`src/rtl/dec2bin_pkg.sv`:
```
// Shared types and helpers for the sequential BCD-to-binary converter.
package dec2bin_pkg;

    typedef enum logic [1:0] {
        IDLE = 2'd0,
        ACC  = 2'd1,
        DONE = 2'd2
    } dec2bin_state_e;

    localparam int BCD_MAX = 9;

    // x*10 as two shifts and an add, so no multiplier is inferred.
    function automatic logic [31:0] mul10(input logic [31:0] a);
        return (a << 3) + (a << 1);
    endfunction

endpackage

```
`src/rtl/dec2bin_seq_bcd_mac_step.sv`:
```
// One multiply-accumulate step acc*10 + digit, with saturation at 2**BIN_W-1
// and out-of-range digits clamped to 9.
module bcd_mac_step
    import dec2bin_pkg::*;
#(
    parameter int DIG_W = 8,
    parameter int BIN_W = 8
) (
    input  logic [BIN_W+3:0] acc,
    input  logic [DIG_W-1:0] digit,
    output logic [BIN_W+3:0] acc_next,
    output logic             ovf_step,
    output logic             bad_step
);
    localparam int          AW    = BIN_W + 4;
    localparam logic [31:0] MAX32 = (32'd1 << BIN_W) - 32'd1;

    logic [31:0] dig_c;
    logic [31:0] sum;

    always_comb begin
        bad_step = 32'(digit) > 32'(BCD_MAX);
        dig_c    = bad_step ? 32'(BCD_MAX) : 32'(digit);
        sum      = mul10(32'(acc)) + dig_c;
        ovf_step = sum > MAX32;
        acc_next = ovf_step ? AW'(MAX32) : AW'(sum);
    end

endmodule

```
`src/rtl/dec2bin_seq.sv`:
```
// Sequential BCD-to-binary converter, most-significant digit first, valid/ready on both sides.
// Optional DEC2BIN_LZ_SKIP_EN: start at the highest nonzero digit to shorten latency.
//
// state | meaning
// IDLE  | ready_o high, waiting for a digit set
// ACC   | one digit folded into the accumulator per clock
// DONE  | valid_o high, result held until ready_i
module dec2bin_seq
    import dec2bin_pkg::*;
#(
    parameter int NDIG  = 3,
    parameter int DIG_W = 8,
    parameter int BIN_W = 8
) (
    input  logic             clk_i,
    input  logic             rst_ni,
    input  logic             valid_i,
    output logic             ready_o,
    input  logic [DIG_W-1:0] dec_i [NDIG-1:0],
    output logic [BIN_W-1:0] bin_o,
    output logic             valid_o,
    input  logic             ready_i,
    output logic             ovf_o,
    output logic             bad_o
);
    localparam int               AW      = BIN_W + 4;
    localparam int               IW      = (NDIG > 1) ? $clog2(NDIG) : 1;
    localparam logic [IW-1:0]    IDX_TOP = IW'(NDIG - 1);
    localparam logic [BIN_W-1:0] MAX     = '1;

    dec2bin_state_e   state;
    logic [AW-1:0]    acc;
    logic [IW-1:0]    idx;
    logic [IW-1:0]    start_idx;
    logic [DIG_W-1:0] dig_q [NDIG-1:0];
    logic             ovf_acc, bad_acc;
    logic [AW-1:0]    acc_next;
    logic             ovf_step, bad_step;
    logic             ovf_fin, bad_fin;

    always_comb begin
`ifdef DEC2BIN_LZ_SKIP_EN
        start_idx = '0;
        for (int i = 0; i < NDIG; i++) begin
            if (dec_i[i] != '0) start_idx = IW'(i);
        end
`else
        start_idx = IDX_TOP;
`endif
    end

    bcd_mac_step #(
        .DIG_W (DIG_W),
        .BIN_W (BIN_W)
    ) u_step (
        .acc      (acc),
        .digit    (dig_q[idx]),
        .acc_next (acc_next),
        .ovf_step (ovf_step),
        .bad_step (bad_step)
    );

    assign ovf_fin = ovf_acc | ovf_step;
    assign bad_fin = bad_acc | bad_step;
    assign ready_o = (state == IDLE);
    assign valid_o = (state == DONE);

    always_ff @(posedge clk_i or negedge rst_ni) begin
        if (!rst_ni) begin
            state   <= IDLE;
            acc     <= '0;
            idx     <= IDX_TOP;
            ovf_acc <= 1'b0;
            bad_acc <= 1'b0;
            bin_o   <= '0;
            ovf_o   <= 1'b0;
            bad_o   <= 1'b0;
            for (int i = 0; i < NDIG; i++) dig_q[i] <= '0;
        end else begin
            case (state)
                IDLE: begin
                    if (valid_i) begin
                        for (int i = 0; i < NDIG; i++) dig_q[i] <= dec_i[i];
                        acc     <= '0;
                        ovf_acc <= 1'b0;
                        bad_acc <= 1'b0;
                        idx     <= start_idx;
                        state   <= ACC;
                    end
                end
                ACC: begin
                    acc     <= acc_next;
                    ovf_acc <= ovf_fin;
                    bad_acc <= bad_fin;
                    if (idx == '0) begin
                        // Published outputs change only here so they stay put in IDLE/ACC.
                        ovf_o <= ovf_fin;
                        bad_o <= bad_fin;
                        if (bad_fin)      bin_o <= '0;
                        else if (ovf_fin) bin_o <= MAX;
                        else              bin_o <= acc_next[BIN_W-1:0];
                        state <= DONE;
                    end else begin
                        idx <= idx - 1'b1;
                    end
                end
                DONE: begin
                    if (ready_i) state <= IDLE;
                end
                default: state <= IDLE;
            endcase
        end
    end

endmodule
```
`config.mk`:
```
export PLATFORM = sky130hd
export DESIGN_NAME = dec2bin_seq
export DESIGN_NICKNAME = d
export VERILOG_FILES = /design/src/rtl/dec2bin_pkg.sv /design/src/rtl/dec2bin_seq_bcd_mac_step.sv /design/src/rtl/dec2bin_seq.sv
export SDC_FILE = /design/constraint.sdc
export NUM_CORES = 1
export LEC_CHECK = 0
export CORE_MARGIN = 2
export CORE_UTILIZATION = 45
export DETAILED_ROUTE_END_ITERATION = 6
export PLACE_DENSITY_LB_ADDON = 0.05
export SKIP_LAST_GASP = 1
export SLEW_MARGIN = 0
export SYNTH_ARGS = -nofsm -noshare
export SYNTH_HDL_FRONTEND = slang
export SYNTH_SLANG_ARGS = --single-unit
```
`constraint.sdc`:
```
create_clock -name clk_i -period 5 [get_ports clk_i]
set_input_delay 1.5 -clock clk_i [delete_from_list [all_inputs] [get_ports clk_i]]
set_output_delay 1.5 -clock clk_i [all_outputs]
set_load 0.01 [all_outputs]
```
==> summary.txt <==
Clock tree
  – Hold-fix buffers, CTS: 0
  – H-tree levels: 2
  – TritonCTS Sinks: 52
  – Clk_lat worst skew: 0.31 ns
  – Post-cts sizing count: 0
  – CTS tree: yes
  – Number of buffers created by CTS: 5
  – Clock buffer depth: 2
  – Post-CTS setup buffers: 0
  – Clk root buf: clkbuf_8
  – CTS clk-pin slew, worst paths: 0.09 ns

Floorplan
  – Die area: 7560 sq um
  – FP Rows: 30
  – Core Area: 6720 sq um
  – # IOs: 40
  – Die W: 87.0 microns
  – Die height: 87.0 microns
  – Starting density of the core: 0.461

Critical path
  – Critical path type: flip-flop to flip-flop
  – CP max FO: 18
  – Crit path top cell by count: o21ai_1
  – Reg2reg end: bin_o[7]$_DFFE_PN0P_
  – Arr. time, crit path: 4.18 ns
  – CP max-delay cell: dfrtp_1
  – Worst reg-to-reg path cell count: 17
  – Critical path, cell by cell: inv_2 > or4_1 > o221ai_1 > o31a_1 > nand2_1 > nor2_1 > ha_1 > fa_1 > a211o_1 > a21oi_1 > o21ai_1 > xnor2_1 > or3_1 > a21oi_2 > o211ai_4 > nor3_1 > o21ai_1
  – CP bufs+invs: 1
  – Reg2Reg Launch Point: idx[0]$_DFFE_PN0P_
  – Required time worst endpoint: 5.19 ns
  – Setup crit end kind: flip-flop
  – FF-to-FF setup slack: 1.01 ns
  – Stages on worst setup path: 17
  – Crit-path leading delay family: simple AND/OR/NAND/NOR gates
  – CP startpoint kind: flip-flop
  – Crit path largest cell delay: 0.55 ns

Timing
  – Minimum clock period: 3.99 ns
  – Max frequency: 251 MHz
  – Unrepaired setup endpoints after global routing: no
  – Final setup vio count: 0
  – Setup_tns: 0 ns
  – Post-route clock period utilization: 0.798
  – Clock Skews: 0.00944 ns
  – Final Hold Fails: 0
  – Worst rel slew slack: 0.419
  – Hold slack: 0.484 ns
  – Pins Over Slew Limit: 0
  – Worst slew pin tran: 0.869 ns

Detailed routing
  – DRC Markers: 0
  – Avg Vias per Cell: 5.43
  – Router iterations before antenna repair: 4
  – Post-DRT Antenna Nets: 0
  – WL final: 6640 microns
  – DR WL/cell: 14.2 microns
  – DR iter-0 viols: 112
  – Vias post-DR: 2543

Min path
  – Hold_sp: dig_q[14]$_DFFE_PN0P_
  – Hold Path Depth: 2
  – Hold crit path type: flip-flop to flip-flop
  – Hold Path End: dig_q[14]$_DFFE_PN0P_

Place
  – Placer Congestion: 0.897
  – Dpl hpwl: 5070 microns
  – Placed cell area: 3520 sq um
  – Number of buffers added on ports: 39

Finish
  – Post-route cell area: 3630 sq um
  – Area Overhead vs Synth: 17.2%
  – Post-Route Utilization: 0.540
  – Proportion of layout cells with a drive suffix above 1: 0.0696
  – N_diodes: 0
  – Nets: 436
  – FILL cells: 646
  – Register area: 1300 sq um
  – Multi-input gate area in the final layout: 1700 sq um

Synth
  – Top cell type's share of synthesized area: 0.412
  – Cell count after synthesis: 350
  – Yosys warnings: 0
  – Seq/Total Area, Yosys: 0.421
  – Dominant synthesized flop cell: dfrtp_1
  – Ys async rst share: 1.00
  – Post-synth EDFFs: 0
  – Synth cell types: 54
  – #FFs+latches synth: 52
  – Top cells by area, synth: dfrtp_1, nand2_1, ha_1
  – Top-count cell post-synth: nand2_1
  – Synth top cells by count: nand2_1, dfrtp_1, a21oi_1
  – Synth Area per Inst: 8.85 sq um
  – Post-synth top area cell: dfrtp_1
  – Synth Cell Area: 3100 sq um

GRT
  – Initial antenna violation count: 0
  – Largest net degree at the start of global routing: 45
  – Vias in the first global route: 2473
  – First-pass GRT wire length: 11600 microns
  – GRT overflow: 0
  – GRT Util Overall: 0.194

Status
  – Status: finished, final reports clean

Flow run
  – Max cap viols: 0
==> flip-flops by register name (all words and copies together) (netlist names) <==
register / cells
ovf_o: 1
idx: 2
bad_o: 1
bad_acc: 1
dig_q: 24
state: 2
acc: 12
bin_o: 8
ovf_acc: 1
==> final cells by class <==
type                       instances  share of cell area
multi-input combinational        282               0.467
sequential                        52               0.359
timing repair buffer              41               0.110
tap                               80              0.0276
clock buffer                       6              0.0200
clock inverter                     2              0.0107
inverter                           5             0.00517
==> logic make-up after synthesis <==
group           synth area share
xor+xnor                  0.0420
flops                      0.421
other cells              0.00121
simple gates               0.221
buf+inv                   0.0364
mux                       0.0133
fa+ha+maj                 0.0897
compound gates             0.176
==> metal layers <==
layer	part of all wire	up-vias	GRT usage
met1	0.44	1210	0.243
met4	0.027	0	0.0767
met2	0.51	40	0.331
li1	-	1281	-
met5	0	-	0
met3	0.028	12	0.0360
==> stage by stage <==
| step | worst slack [ns] | cells |
|---|---|---|
| floorplan | 1.50 | 354 |
| global placement | 1.20 | 460 |
| detailed placement | 1.01 | 460 |
| CTS | 1.02 | 468 |
| global route | 0.641 | 468 |
| finish | 1.01 | 468 |
==> how the worst max path moves through the flow <==
| stage | start | endpoint |
|---|---|---|
| finish | idx[0]$_DFFE_PN0P_ | bin_o[7]$_DFFE_PN0P_ |
| global route | idx[0]$_DFFE_PN0P_ | bin_o[6]$_DFFE_PN0P_ |
| CTS | idx[0]$_DFFE_PN0P_ | bin_o[7]$_DFFE_PN0P_ |
| detailed placement | idx[0]$_DFFE_PN0P_ | bin_o[7]$_DFFE_PN0P_ |
| global placement | idx[0]$_DFFE_PN0P_ | bin_o[4]$_DFFE_PN0P_ |
| floorplan | idx[0]$_DFFE_PN0P_ | ovf_acc$_DFFE_PN0P_ |
==> worst min-delay path, cell delays in order, from the launching register on <==
cell	delay, ns
dfrtp_1	0.35
nand2_1	0.05
nand2_1	0.05
==> placed cells by master, fill, tap and decap left out, types with 3 or more instances in the layout <==
| cell | count |
|---|---|
| clkdlybuf4s50_1 | 38 |
| a21oi_1 | 24 |
| mux2i_1 | 3 |
| o21ai_1 | 17 |
| nand2_1 | 98 |
| o21ai_0 | 5 |
| nand2b_1 | 4 |
| nor2_1 | 18 |
| inv_1 | 4 |
| conb_1 | 5 |
| clkbuf_8 | 5 |
| o211ai_1 | 4 |
| nand3_1 | 11 |
| dfrtp_1 | 51 |
| ha_1 | 19 |
| a21o_1 | 3 |
| nor3_1 | 8 |
| and3_1 | 4 |
| or3_1 | 4 |
| xnor2_1 | 11 |
| nor2b_1 | 3 |
Power is not shown: default switching activity piles up to over one toggle a cycle in this logic, so the estimate is an artifact.
